`src/rtl/ovl_time_window_gen_pkg.sv`:
```
// Shared constants and types for the time-window generator: new-start policy
// codes, FSM state encoding and the window counter operation codes.
package ovl_time_window_gen_pkg;

  localparam int unsigned OVL_IGNORE_NEW_START   = 0;
  localparam int unsigned OVL_RESET_ON_NEW_START = 1;
  localparam int unsigned OVL_ERROR_ON_NEW_START = 2;

  typedef enum logic {
    IDLE = 1'b0,
    OPEN = 1'b1
  } state_t;

  typedef enum logic [1:0] {
    CNT_HOLD = 2'd0,
    CNT_LOAD = 2'd1,
    CNT_DEC  = 2'd2
  } cnt_op_t;

  function automatic bit policy_is_valid(int unsigned policy);
    return policy <= OVL_ERROR_ON_NEW_START;
  endfunction

endpackage

```
`src/rtl/ovl_time_window_gen_if.sv`:
```
// Bundle of the window generator's data-path signals; the checker-side driver
// uses master, the generator itself uses slave.
interface ovl_time_window_gen_if #(
  parameter int unsigned CNT_W = 16
);
  logic             enable;
  logic             start_event;
  logic             test_expr;
  logic             xzcheck_enable;
  logic             window;
  logic             window_close;
  logic [CNT_W-1:0] remaining;
  logic             fire_assert;
  logic             fire_new_start;
  logic             fire_xz;
  logic             cov_window_open;
  logic             cov_window_reset;

  modport master (
    output enable, start_event, test_expr, xzcheck_enable,
    input  window, window_close, remaining,
           fire_assert, fire_new_start, fire_xz,
           cov_window_open, cov_window_reset
  );

  modport slave (
    input  enable, start_event, test_expr, xzcheck_enable,
    output window, window_close, remaining,
           fire_assert, fire_new_start, fire_xz,
           cov_window_open, cov_window_reset
  );
endinterface

```
`src/rtl/ovl_window_counter.sv`:
```
// Loadable saturating down-counter holding the number of window cycles left.
// Decrement stops at zero so an idle counter never wraps.
module ovl_window_counter
  import ovl_time_window_gen_pkg::*;
#(
  parameter int unsigned NUM_CKS = 2,
  parameter int unsigned CNT_W   = 16
) (
  input  logic             clk,
  input  logic             reset,
  input  cnt_op_t          op,
  output logic [CNT_W-1:0] remaining,
  output logic             is_last
);

  localparam logic [CNT_W-1:0] LOAD_VAL = CNT_W'(NUM_CKS);

  always_ff @(posedge clk) begin
    if (reset) begin
      remaining <= '0;
    end else begin
      case (op)
        CNT_LOAD: remaining <= LOAD_VAL;
        CNT_DEC:  if (remaining != '0) remaining <= remaining - CNT_W'(1);
        default:  remaining <= remaining;
      endcase
    end
  end

  assign is_last = (remaining == CNT_W'(1));

endmodule

```
`src/rtl/ovl_time_window_gen.sv`:
```
// Window generator for the time-checker vunits: opens a NUM_CKS-cycle window on
// start_event, applies the new-start policy and emits registered fire/cover pulses.
module ovl_time_window_gen
  import ovl_time_window_gen_pkg::*;
#(
  parameter int unsigned NUM_CKS             = 2,
  parameter int unsigned ACTION_ON_NEW_START = 0,
  parameter int unsigned CNT_W               = 16
) (
  input logic                 clk,
  input logic                 reset,
  ovl_time_window_gen_if.slave bus
);

  if (!policy_is_valid(ACTION_ON_NEW_START)) begin : g_bad_policy
    $error("ovl_time_window_gen: ACTION_ON_NEW_START must be 0, 1 or 2");
  end
  if (NUM_CKS < 1 || NUM_CKS > 65535) begin : g_bad_num_cks
    $error("ovl_time_window_gen: NUM_CKS must be in 1..65535");
  end
  if ((64'd1 << CNT_W) <= 64'(NUM_CKS)) begin : g_bad_cnt_w
    $error("ovl_time_window_gen: CNT_W too narrow for NUM_CKS");
  end

  localparam bit POLICY_RESET = (ACTION_ON_NEW_START == OVL_RESET_ON_NEW_START);
  localparam bit POLICY_ERROR = (ACTION_ON_NEW_START == OVL_ERROR_ON_NEW_START);

  state_t           state, state_nxt;
  cnt_op_t          cnt_op;
  logic [CNT_W-1:0] remaining;
  logic             is_last;

  logic fire_assert_d, fire_new_start_d, fire_xz_d, cov_open_d, cov_reset_d;
  logic fire_assert_q, fire_new_start_q, fire_xz_q, cov_open_q, cov_reset_q;

  ovl_window_counter #(
    .NUM_CKS (NUM_CKS),
    .CNT_W   (CNT_W)
  ) u_counter (
    .clk       (clk),
    .reset     (reset),
    .op        (cnt_op),
    .remaining (remaining),
    .is_last   (is_last)
  );

  always_ff @(posedge clk) begin
    if (reset) state <= IDLE;
    else       state <= state_nxt;
  end

  // Conditions are written as if-tests so an X on start_event falls to the
  // no-start branch instead of propagating into the state or counter.
  always_comb begin
    state_nxt = state;
    cnt_op    = CNT_HOLD;
    if (bus.enable) begin
      case (state)
        IDLE: begin
          if (bus.start_event) begin
            state_nxt = OPEN;
            cnt_op    = CNT_LOAD;
          end
        end
        OPEN: begin
          if (is_last) begin
            if (bus.start_event) begin
              cnt_op = CNT_LOAD;
            end else begin
              state_nxt = IDLE;
              cnt_op    = CNT_DEC;
            end
          end else if (bus.start_event && POLICY_RESET) begin
            cnt_op = CNT_LOAD;
          end else begin
            cnt_op = CNT_DEC;
          end
        end
        default: state_nxt = IDLE;
      endcase
    end
  end

  always_comb begin
    fire_assert_d    = 1'b0;
    fire_new_start_d = 1'b0;
    fire_xz_d        = 1'b0;
    cov_open_d       = 1'b0;
    cov_reset_d      = 1'b0;
    if (bus.enable) begin
      if (state == OPEN && !bus.test_expr) fire_assert_d = 1'b1;
      if (bus.start_event) begin
        if (state == IDLE || is_last) cov_open_d       = 1'b1;
        else if (POLICY_RESET)        cov_reset_d      = 1'b1;
        else if (POLICY_ERROR)        fire_new_start_d = 1'b1;
      end
`ifndef SYNTHESIS
      if (bus.xzcheck_enable && $isunknown({bus.start_event, bus.test_expr}))
        fire_xz_d = 1'b1;
`endif
    end
  end

  always_ff @(posedge clk) begin
    if (reset) begin
      fire_assert_q    <= 1'b0;
      fire_new_start_q <= 1'b0;
      fire_xz_q        <= 1'b0;
      cov_open_q       <= 1'b0;
      cov_reset_q      <= 1'b0;
    end else begin
      fire_assert_q    <= fire_assert_d;
      fire_new_start_q <= fire_new_start_d;
      fire_xz_q        <= fire_xz_d;
      cov_open_q       <= cov_open_d;
      cov_reset_q      <= cov_reset_d;
    end
  end

  assign bus.window           = (state == OPEN);
  assign bus.window_close     = (state == OPEN) && is_last;
  assign bus.remaining        = remaining;
  assign bus.fire_assert      = fire_assert_q;
  assign bus.fire_new_start   = fire_new_start_q;
  assign bus.fire_xz          = fire_xz_q;
  assign bus.cov_window_open  = cov_open_q;
  assign bus.cov_window_reset = cov_reset_q;

endmodule

```
`src/flat_wrapper.sv`:
```
// flat-port wrapper written by rule: the top's interface ports become plain ports
module ovl_time_window_gen_flat import ovl_time_window_gen_pkg::*;
#(
  parameter int unsigned NUM_CKS             = 2,
  parameter int unsigned ACTION_ON_NEW_START = 0,
  parameter int unsigned CNT_W               = 16
)
  (clk, reset, bus_enable, bus_start_event, bus_test_expr, bus_xzcheck_enable, bus_window, bus_window_close, bus_remaining, bus_fire_assert, bus_fire_new_start, bus_fire_xz, bus_cov_window_open, bus_cov_window_reset);
  ovl_time_window_gen_if #(.CNT_W(CNT_W)) bus_i ();
  input logic clk;
  input logic reset;
  input wire logic [$bits(bus_i.enable)-1:0] bus_enable;
  input wire logic [$bits(bus_i.start_event)-1:0] bus_start_event;
  input wire logic [$bits(bus_i.test_expr)-1:0] bus_test_expr;
  input wire logic [$bits(bus_i.xzcheck_enable)-1:0] bus_xzcheck_enable;
  output wire logic [$bits(bus_i.window)-1:0] bus_window;
  output wire logic [$bits(bus_i.window_close)-1:0] bus_window_close;
  output wire logic [$bits(bus_i.remaining)-1:0] bus_remaining;
  output wire logic [$bits(bus_i.fire_assert)-1:0] bus_fire_assert;
  output wire logic [$bits(bus_i.fire_new_start)-1:0] bus_fire_new_start;
  output wire logic [$bits(bus_i.fire_xz)-1:0] bus_fire_xz;
  output wire logic [$bits(bus_i.cov_window_open)-1:0] bus_cov_window_open;
  output wire logic [$bits(bus_i.cov_window_reset)-1:0] bus_cov_window_reset;
  assign bus_i.enable = bus_enable;
  assign bus_i.start_event = bus_start_event;
  assign bus_i.test_expr = bus_test_expr;
  assign bus_i.xzcheck_enable = bus_xzcheck_enable;
  assign bus_window = bus_i.window;
  assign bus_window_close = bus_i.window_close;
  assign bus_remaining = bus_i.remaining;
  assign bus_fire_assert = bus_i.fire_assert;
  assign bus_fire_new_start = bus_i.fire_new_start;
  assign bus_fire_xz = bus_i.fire_xz;
  assign bus_cov_window_open = bus_i.cov_window_open;
  assign bus_cov_window_reset = bus_i.cov_window_reset;
  ovl_time_window_gen #(.NUM_CKS(NUM_CKS), .ACTION_ON_NEW_START(ACTION_ON_NEW_START), .CNT_W(CNT_W)) u_core (.clk(clk), .reset(reset), .bus(bus_i));
endmodule
```
`config.mk`:
```
export PLATFORM = sky130hd
export DESIGN_NAME = ovl_time_window_gen_flat
export DESIGN_NICKNAME = d
export VERILOG_FILES = /design/src/rtl/ovl_time_window_gen_pkg.sv /design/src/rtl/ovl_time_window_gen_if.sv /design/src/rtl/ovl_window_counter.sv /design/src/rtl/ovl_time_window_gen.sv /design/src/flat_wrapper.sv
export SDC_FILE = /design/constraint.sdc
export NUM_CORES = 1
export LEC_CHECK = 0
export BUFFER_PORTS_ARGS = -buffer_cell sky130_fd_sc_hd__buf_2
export CAP_MARGIN = 5
export CORE_MARGIN = 2
export CORE_UTILIZATION = 54
export DETAILED_ROUTE_END_ITERATION = 8
export GPL_TIMING_DRIVEN = 0
export PLACE_DENSITY = 0.83
export SYNTH_ARGS = -nofsm -noshare
export SYNTH_HDL_FRONTEND = slang
export SYNTH_SLANG_ARGS = --single-unit
export TNS_END_PERCENT = 5
```
`constraint.sdc`:
```
create_clock -name clk -period 3.2 [get_ports clk]
set_clock_uncertainty 0.15 [all_clocks]
set_input_delay 0.16 -clock clk [delete_from_list [all_inputs] [get_ports clk]]
set_output_delay 0.16 -clock clk [all_outputs]
set_load 0.02 [all_outputs]
```
==> impl_metrics.py, run 1 <==
metrics = {
    "outcome": {
        "outcome": "finished, final reports clean",
    },
    "clocking": {
        "clkTransAtPathRegs_ns": 0.10,
        "cts_root_buf": "clkbuf_4",
        "cts_tree": "done",
        "cts_max_path_buffers": 2,
        "clock-sinks": 19,
        "cts_made_buffers": 3,
        "htreeDepth": 1,
        "insertion_delay_ns": 0.30,
    },
    "floorplan": {
        "initial_utilization": 0.580,
        "die_w_um": 47.1,
        "die_h_um": 47.1,
        "io_pins": 29,
        "die_area_um2": 2210,
        "core_area_um2": 1730,
        "rows": 15,
    },
    "timing": {
        "tightestPinTransition_ns": 0.618,
        "final_hold_viol_count": 0,
        "max_freq_mhz": 415,
        "slew_headroom": 0.585,
        "rsz0062_at_grt": "false",
        "layout_min_cycle_time_ns": 2.41,
        "tns_ns": 0,
        "setup_viol": 0,
        "finalCritPeriodShare": 0.753,
        "drv_slew": 0,
    },
    "power": {
        "ir_worst_vdd_uv": 286,
        "internal_power_mw": 0.351,
        "pwr-share-clk": 0.234,
        "swShare": 0.327,
        "totalPowerFinal_mw": 0.522,
        "p_sw_mw": 0.171,
        "combPwrFrac": 0.274,
        "total_leakage_power_nw": 0.533,
        "power.share.sequential": 0.492,
        "p_per_area_nw_per_um2": 429,
    },
    "critical_path": {
        "crit_path_end_kind": "flop",
        "required_ns": 3.24,
        "crit_top_cell": "nor2_1",
        "arrival_ns": 2.45,
        "startpoint_type": "flop",
        "crit_path_cell_trace": "or4_4, nor2_1, a21boi_1, o21bai_1, buf_2, nor2_1",
        "cp_max_fo": 10,
        "cpPeakStageDelay_ns": 0.59,
        "crit_slowest_cell": "or4_4",
        "critical_path_class": "reg -> reg",
    },
    "placed_design": {
        "gp_congestion": 0.841,
        "port_buffers": 24,
        "dp_hpwl_um": 1520,
        "dp.cells": 164,
    },
    "grt": {
        "grt_pass1_vias": 770,
        "grt_pass1_wl_um": 3350,
        "antenna_found_initial": 0,
        "grt_max_degree": 11,
        "grt-ovfl-total": 0,
        "grt_usage": 0.216,
    },
    "logic_synthesis": {
        "synthXorXnorAreaFrac": 0.0875,
        "async_flop_share": 0,
        "synthAdderAreaFrac": 0.0375,
        "synth_common_cells": "dfxtp_1 (19), nor2_1 (18), a21oi_1 (7), nor3_1 (7), xnor2_1 (7)",
        "syn_inst": 113,
        "synth_compound_area_frac": 0.126,
        "ys_ff_latch": 19,
        "synthFlopType": "dfxtp_1",
        "syn_area_um2": 1000,
        "synth_area_leaders": "dfxtp_1 (38%), nor2_1 (6.8%), xnor2_1 (6.1%)",
        "ys_types": 36,
        "seq_area_frac_synth": 0.380,
        "synth_top_cell_area_share": 0.380,
        "yosysTopAreaCell": "dfxtp_1",
        "yosys.area_share.simple": 0.304,
        "synth.mux.area_fraction": 0.0150,
        "synth_edf_count": 0,
        "yosysWarningCount": 0,
        "syn_area_per_cell_um2": 8.86,
        "yosysMostFrequentCell": "dfxtp_1",
        "synth_top_family_by_area": "simple AND/OR/NAND/NOR gates",
    },
    "drt": {
        "drc": 0,
        "via_per_inst": 5.40,
        "drt.antenna.violating_nets": 0,
        "routed-via-count": 923,
        "drt_iter0_markers": 13,
        "wl_per_cell_um": 12.1,
        "wl_um": 2080,
        "drtPass1Iterations": 4,
    },
    "final_layout": {
        "diodes": 0,
        "multiInputGateArea_um2": 582,
        "syn_to_final_growth_pct": 21.5,
        "final-seq-area_um2": 380,
        "fill_cells": 166,
        "final_cells": 171,
        "drive_gt1_frac": 0.274,
        "final_nets": 156,
    },
    "flow_run": {
        "cap_violations": 0,
    },
    "hold_path": {
        "hold_class": "in -> reg",
    },
}
==> stage by stage <==
step	area [µm²]	setup WS, ns	hold WS, ns	util
global route	1220	0.637	0.0916	0.704
finish	1220	0.789	0.0723	0.704
detailed placement	1160	0.850	0.183	0.672
floorplan	1010	0.971	0.0791	-
CTS	1220	0.812	0.0637	0.704
global placement	1160	0.951	0.173	0.672
==> worst max-delay path: cells and delay by family (launching register included) <==
family	cells	cell delay [ns]
DFF	1	0.38
and+or+nand+nor	3	0.95
AOI/OAI and AO/OA	2	0.53
buffers and inverters	1	0.29
==> timing repair <==
item / 4_1_cts / 5_1_grt
resized for setup: 0 / 0
hold endpoints to repair: 4 / 0
setup endpoints to repair: 0 / 0
setup buffers: 0 / 0
hold buffers: 3 / 0
==> path summary, 6_finish.rpt <==
path                                       start                        endpoint  slack [ns]  cells after the start
setup reg to reg  u_core.u_counter.remaining[10]  u_core.u_counter.remaining[10]        0.79                      6
hold / removal                        bus_enable               u_core.bus.window        0.07                      4
hold reg to reg    u_core.u_counter.remaining[7]   u_core.u_counter.remaining[7]        0.37                      1
setup / recovery  u_core.u_counter.remaining[10]  u_core.u_counter.remaining[10]        0.79                      6
==> layout make-up <==
class / instances / share of cell area
inverter: 2 / 0.00617
multi-input combinational: 89 / 0.478
clock buffer: 4 / 0.0216
sequential: 19 / 0.313
timing repair buffer: 27 / 0.123
tap: 25 / 0.0257
buffer: 5 / 0.0319
==> cells by family after synthesis <==
| family | after synthesis |
|---|---|
| DFF | 19 |
| muxes | 1 |
| AOI/OAI and AO/OA | 19 |
| xor gates and xnor gates | 10 |
| other | 1 |
| buffers and inverters | 7 |
| adders and majority gates | 3 |
| and+or+nand+nor | 53 |
==> routing by layer <==
layer,up-vias,part of all wire,GRT usage
met5,-,0,0
met4,0,0.026,0.117
met3,7,0.054,0.0462
met2,32,0.46,0.318
met1,410,0.46,0.296
li1,474,-,-
==> flip-flops by register name (all words and copies together) (netlist names) <==
name,flops
u_core.bus.cov_window_open,1
u_core.bus.fire_assert,1
u_core.bus.window,1
u_core.u_counter.remaining,16
==> power groups by stage <==
stage	sequential (mW)	clock [mW]	combinational (mW)
after floorplan	0.271	0	0.0988
after global placement	0.261	0	0.135
after detailed placement	0.262	0	0.140
after CTS	0.256	0.124	0.143
after global routing	0.259	0.137	0.157
final	0.257	0.122	0.143
==> cell usage in the layout, fill, tap and decap left out, drive strengths merged, types with 4 or more instances in the layout <==
cell type / instances
dfxtp: 19
nor3: 7
or4: 5
or3: 4
nor2: 19
nor4: 5
clkbuf: 4
nand2: 4
a21oi: 7
xnor2: 7
buf: 29
No activity file was read; power rests on OpenSTA's default activity.
==> run 2, diff against run 1 <==
--- a/config.mk
+++ b/config.mk
@@ -8,10 +8,10 @@
 export BUFFER_PORTS_ARGS = -buffer_cell sky130_fd_sc_hd__buf_2
 export CAP_MARGIN = 5
 export CORE_MARGIN = 2
-export CORE_UTILIZATION = 54
+export CORE_UTILIZATION = 45
 export DETAILED_ROUTE_END_ITERATION = 8
 export GPL_TIMING_DRIVEN = 0
-export PLACE_DENSITY = 0.83
+export PLACE_DENSITY = 0.74
 export SYNTH_ARGS = -nofsm -noshare
 export SYNTH_HDL_FRONTEND = slang
 export SYNTH_SLANG_ARGS = --single-unit
==> constraint.sdc (replaced) <==
create_clock -name clk -period 2 [get_ports clk]
set_clock_uncertainty 0.15 [all_clocks]
set_input_delay 0.1 -clock clk [delete_from_list [all_inputs] [get_ports clk]]
set_output_delay 0.1 -clock clk [all_outputs]
set_load 0.02 [all_outputs]
==> run 2 against run 1 <==
Net effect: the run now ends with negative setup slack left; register-to-register slack got worse by 0.97 ns; via count unchanged; combinational power increased by 66%; fmax increased by 11%; sequential share of layout area decreased by 0.65 points; count of clock-buffer cells in the layout decreased by 1; die area increased by 18%; first-iteration DRC count increased by 46%; global-route usage decreased by 4.7 points; critical path depth unchanged.
==> impl_metrics.py, run 2 (synthesis gave the netlist of run 1 again) <==
metrics = {
    "outcome": {
        "outcome": "finished with violations",
        "violations": "negative setup slack",
    },
    "power": {
        "p_sw_mw": 0.279,
        "power.share.sequential": 0.487,
        "combPwrFrac": 0.281,
        "swShare": 0.330,
        "internal_power_mw": 0.567,
        "pwr-share-clk": 0.231,
        "total_leakage_power_nw": 0.551,
        "ir_worst_vdd_uv": 364,
        "p_per_area_nw_per_um2": 671,
        "totalPowerFinal_mw": 0.847,
    },
    "clocking": {
        "cts_max_path_buffers": 2,
        "htreeDepth": 1,
        "clkTransAtPathRegs_ns": 0.11,
        "cts_tree": "done",
        "cts_made_buffers": 3,
        "clock-sinks": 19,
        "insertion_delay_ns": 0.30,
        "cts_root_buf": "clkbuf_4",
    },
    "critical_path": {
        "r2r-start": "u_core.u_counter.remaining[10]",
        "critical_path_class": "reg -> reg",
        "r2r_slack_ns": -0.18,
        "cp_max_fo": 7,
        "required_ns": 2.05,
        "crit_path_end_kind": "flop",
        "arrival_ns": 2.22,
        "r2r_end": "u_core.u_counter.remaining[1]",
        "ff2ff_path_depth": 6,
        "startpoint_type": "flop",
    },
    "floorplan": {
        "io_pins": 29,
        "core_area_um2": 2150,
        "die_w_um": 51.2,
        "die_area_um2": 2620,
        "rows": 17,
        "initial_utilization": 0.466,
        "die_h_um": 51.2,
    },
    "hold_path": {
        "hold_path_startpoint": "bus_enable",
        "whs_endpoint": "u_core.bus.window",
        "hold_depth": 4,
        "hold_class": "in -> reg",
    },
    "grt": {
        "grt_max_degree": 12,
        "grt_pass1_vias": 775,
        "grt_usage": 0.169,
        "grt-ovfl-total": 0,
        "grt_pass1_wl_um": 3310,
        "antenna_found_initial": 0,
    },
    "final_layout": {
        "final_common_cell": "buf_2",
        "largest_reg_flops": 16,
        "diodes": 0,
        "fill_cells": 198,
        "final_nets": 157,
        "drive_gt1_frac": 0.354,
        "final-seq-area_um2": 387,
        "utilization": 0.588,
        "final_cell_mix": "buf_2 (24), nor2_1 (17), dfxtp_1 (14)",
        "multiInputGateArea_um2": 607,
        "top_register": "u_core.u_counter.remaining",
        "syn_to_final_growth_pct": 26.1,
    },
    "drt": {
        "routed-via-count": 923,
        "met3_length_um": 60,
        "via_per_inst": 5.27,
        "drt.antenna.violating_nets": 0,
        "wl_per_cell_um": 11.6,
        "drt_iter0_markers": 19,
        "dr_wl_met2_um": 951,
        "wl_met1_um": 975,
        "drtPass1Iterations": 4,
        "drc": 0,
        "top_layer_used": "met4",
        "wl_um": 2020,
    },
    "timing": {
        "finalCritPeriodShare": 1.09,
        "layout_min_cycle_time_ns": 2.18,
        "rsz0062_at_grt": "true",
        "max_freq_mhz": 459,
        "setup_viol": 16,
        "slew_headroom": 0.591,
        "final_hold_viol_count": 0,
        "tightestPinTransition_ns": 0.609,
        "fin_ws_ns": -0.178,
        "drv_slew": 0,
        "tns_ns": -1.24,
    },
    "placed_design": {
        "dp_hpwl_um": 1500,
        "port_buffers": 24,
        "gp_congestion": 0.829,
    },
    "flow_run": {
        "cap_violations": 0,
    },
}
run 2: final cells by class:
type / count / share of cell area
flip-flops and latches: 19 / 0.306
multi-input cells: 89 / 0.481
plain buffers: 5 / 0.0327
repair buffers: 28 / 0.125
inverters: 2 / 0.00595
well taps: 28 / 0.0278
clock buffers: 3 / 0.0178
clock inverters: 1 / 0.00396
run 2: power by group through the flow:
stage	Clock (mW)	Sequential, mW	Combinational, mW
global placement	0	0.419	0.218
global route	0.216	0.415	0.262
floorplan	0	0.435	0.158
detailed placement	0	0.420	0.223
CTS	0.202	0.411	0.231
finish	0.196	0.412	0.238
run 2: worst max-delay path, stage by stage (launching register included):
cell and delay, ns:
dfxtp_2 0.37, or4_4 0.56, or3_1 0.38, buf_6 0.14, nor2_4 0.10, o22ai_2 0.08
mux2_4 0.30
run 2: layer usage:
metal  GRT usage  vias up
met2       0.262       12
met3      0.0263        4
li1            -      474
met4      0.0946        0
met1       0.222      433
met5           0        -
run 2: worst max path at each step:
stage	from	slack [ns]	depth (start not counted)	endpoint
after floorplan	u_core.u_counter.remaining[11]	-0.14	6	u_core.u_counter.remaining[1]
after global placement	u_core.u_counter.remaining[11]	-0.28	6	u_core.u_counter.remaining[11]
after detailed placement	u_core.u_counter.remaining[11]	-0.31	6	u_core.u_counter.remaining[5]
after CTS	u_core.u_counter.remaining[10]	-0.18	6	u_core.u_counter.remaining[1]
after global routing	u_core.u_counter.remaining[8]	-0.25	6	u_core.u_counter.remaining[1]
final	u_core.u_counter.remaining[10]	-0.18	6	u_core.u_counter.remaining[1]
run 2: what timing repair did:
| action | 4_1_cts | 5_1_grt |
|---|---|---|
| setup buffers | 1 | 0 |
| hold buffers | 3 | 0 |
| endpoints found under the setup margin | 17 | 17 |
| resized for setup | 3 | 4 |
| endpoints found under the hold margin | 4 | 0 |
run 2: per-stage QoR:
| stage | cells | area [µm²] | hold WS [ns] | setup WS [ns] |
|---|---|---|---|---|
| after floorplan | 115 | 1010 | 0.0117 | -0.144 |
| after global routing | 175 | 1260 | 0.0488 | -0.253 |
| after CTS | 175 | 1240 | 0.0221 | -0.181 |
| final | 175 | 1260 | 0.0294 | -0.178 |
| after detailed placement | 167 | 1170 | 0.115 | -0.305 |
| after global placement | 167 | 1170 | 0.113 | -0.276 |
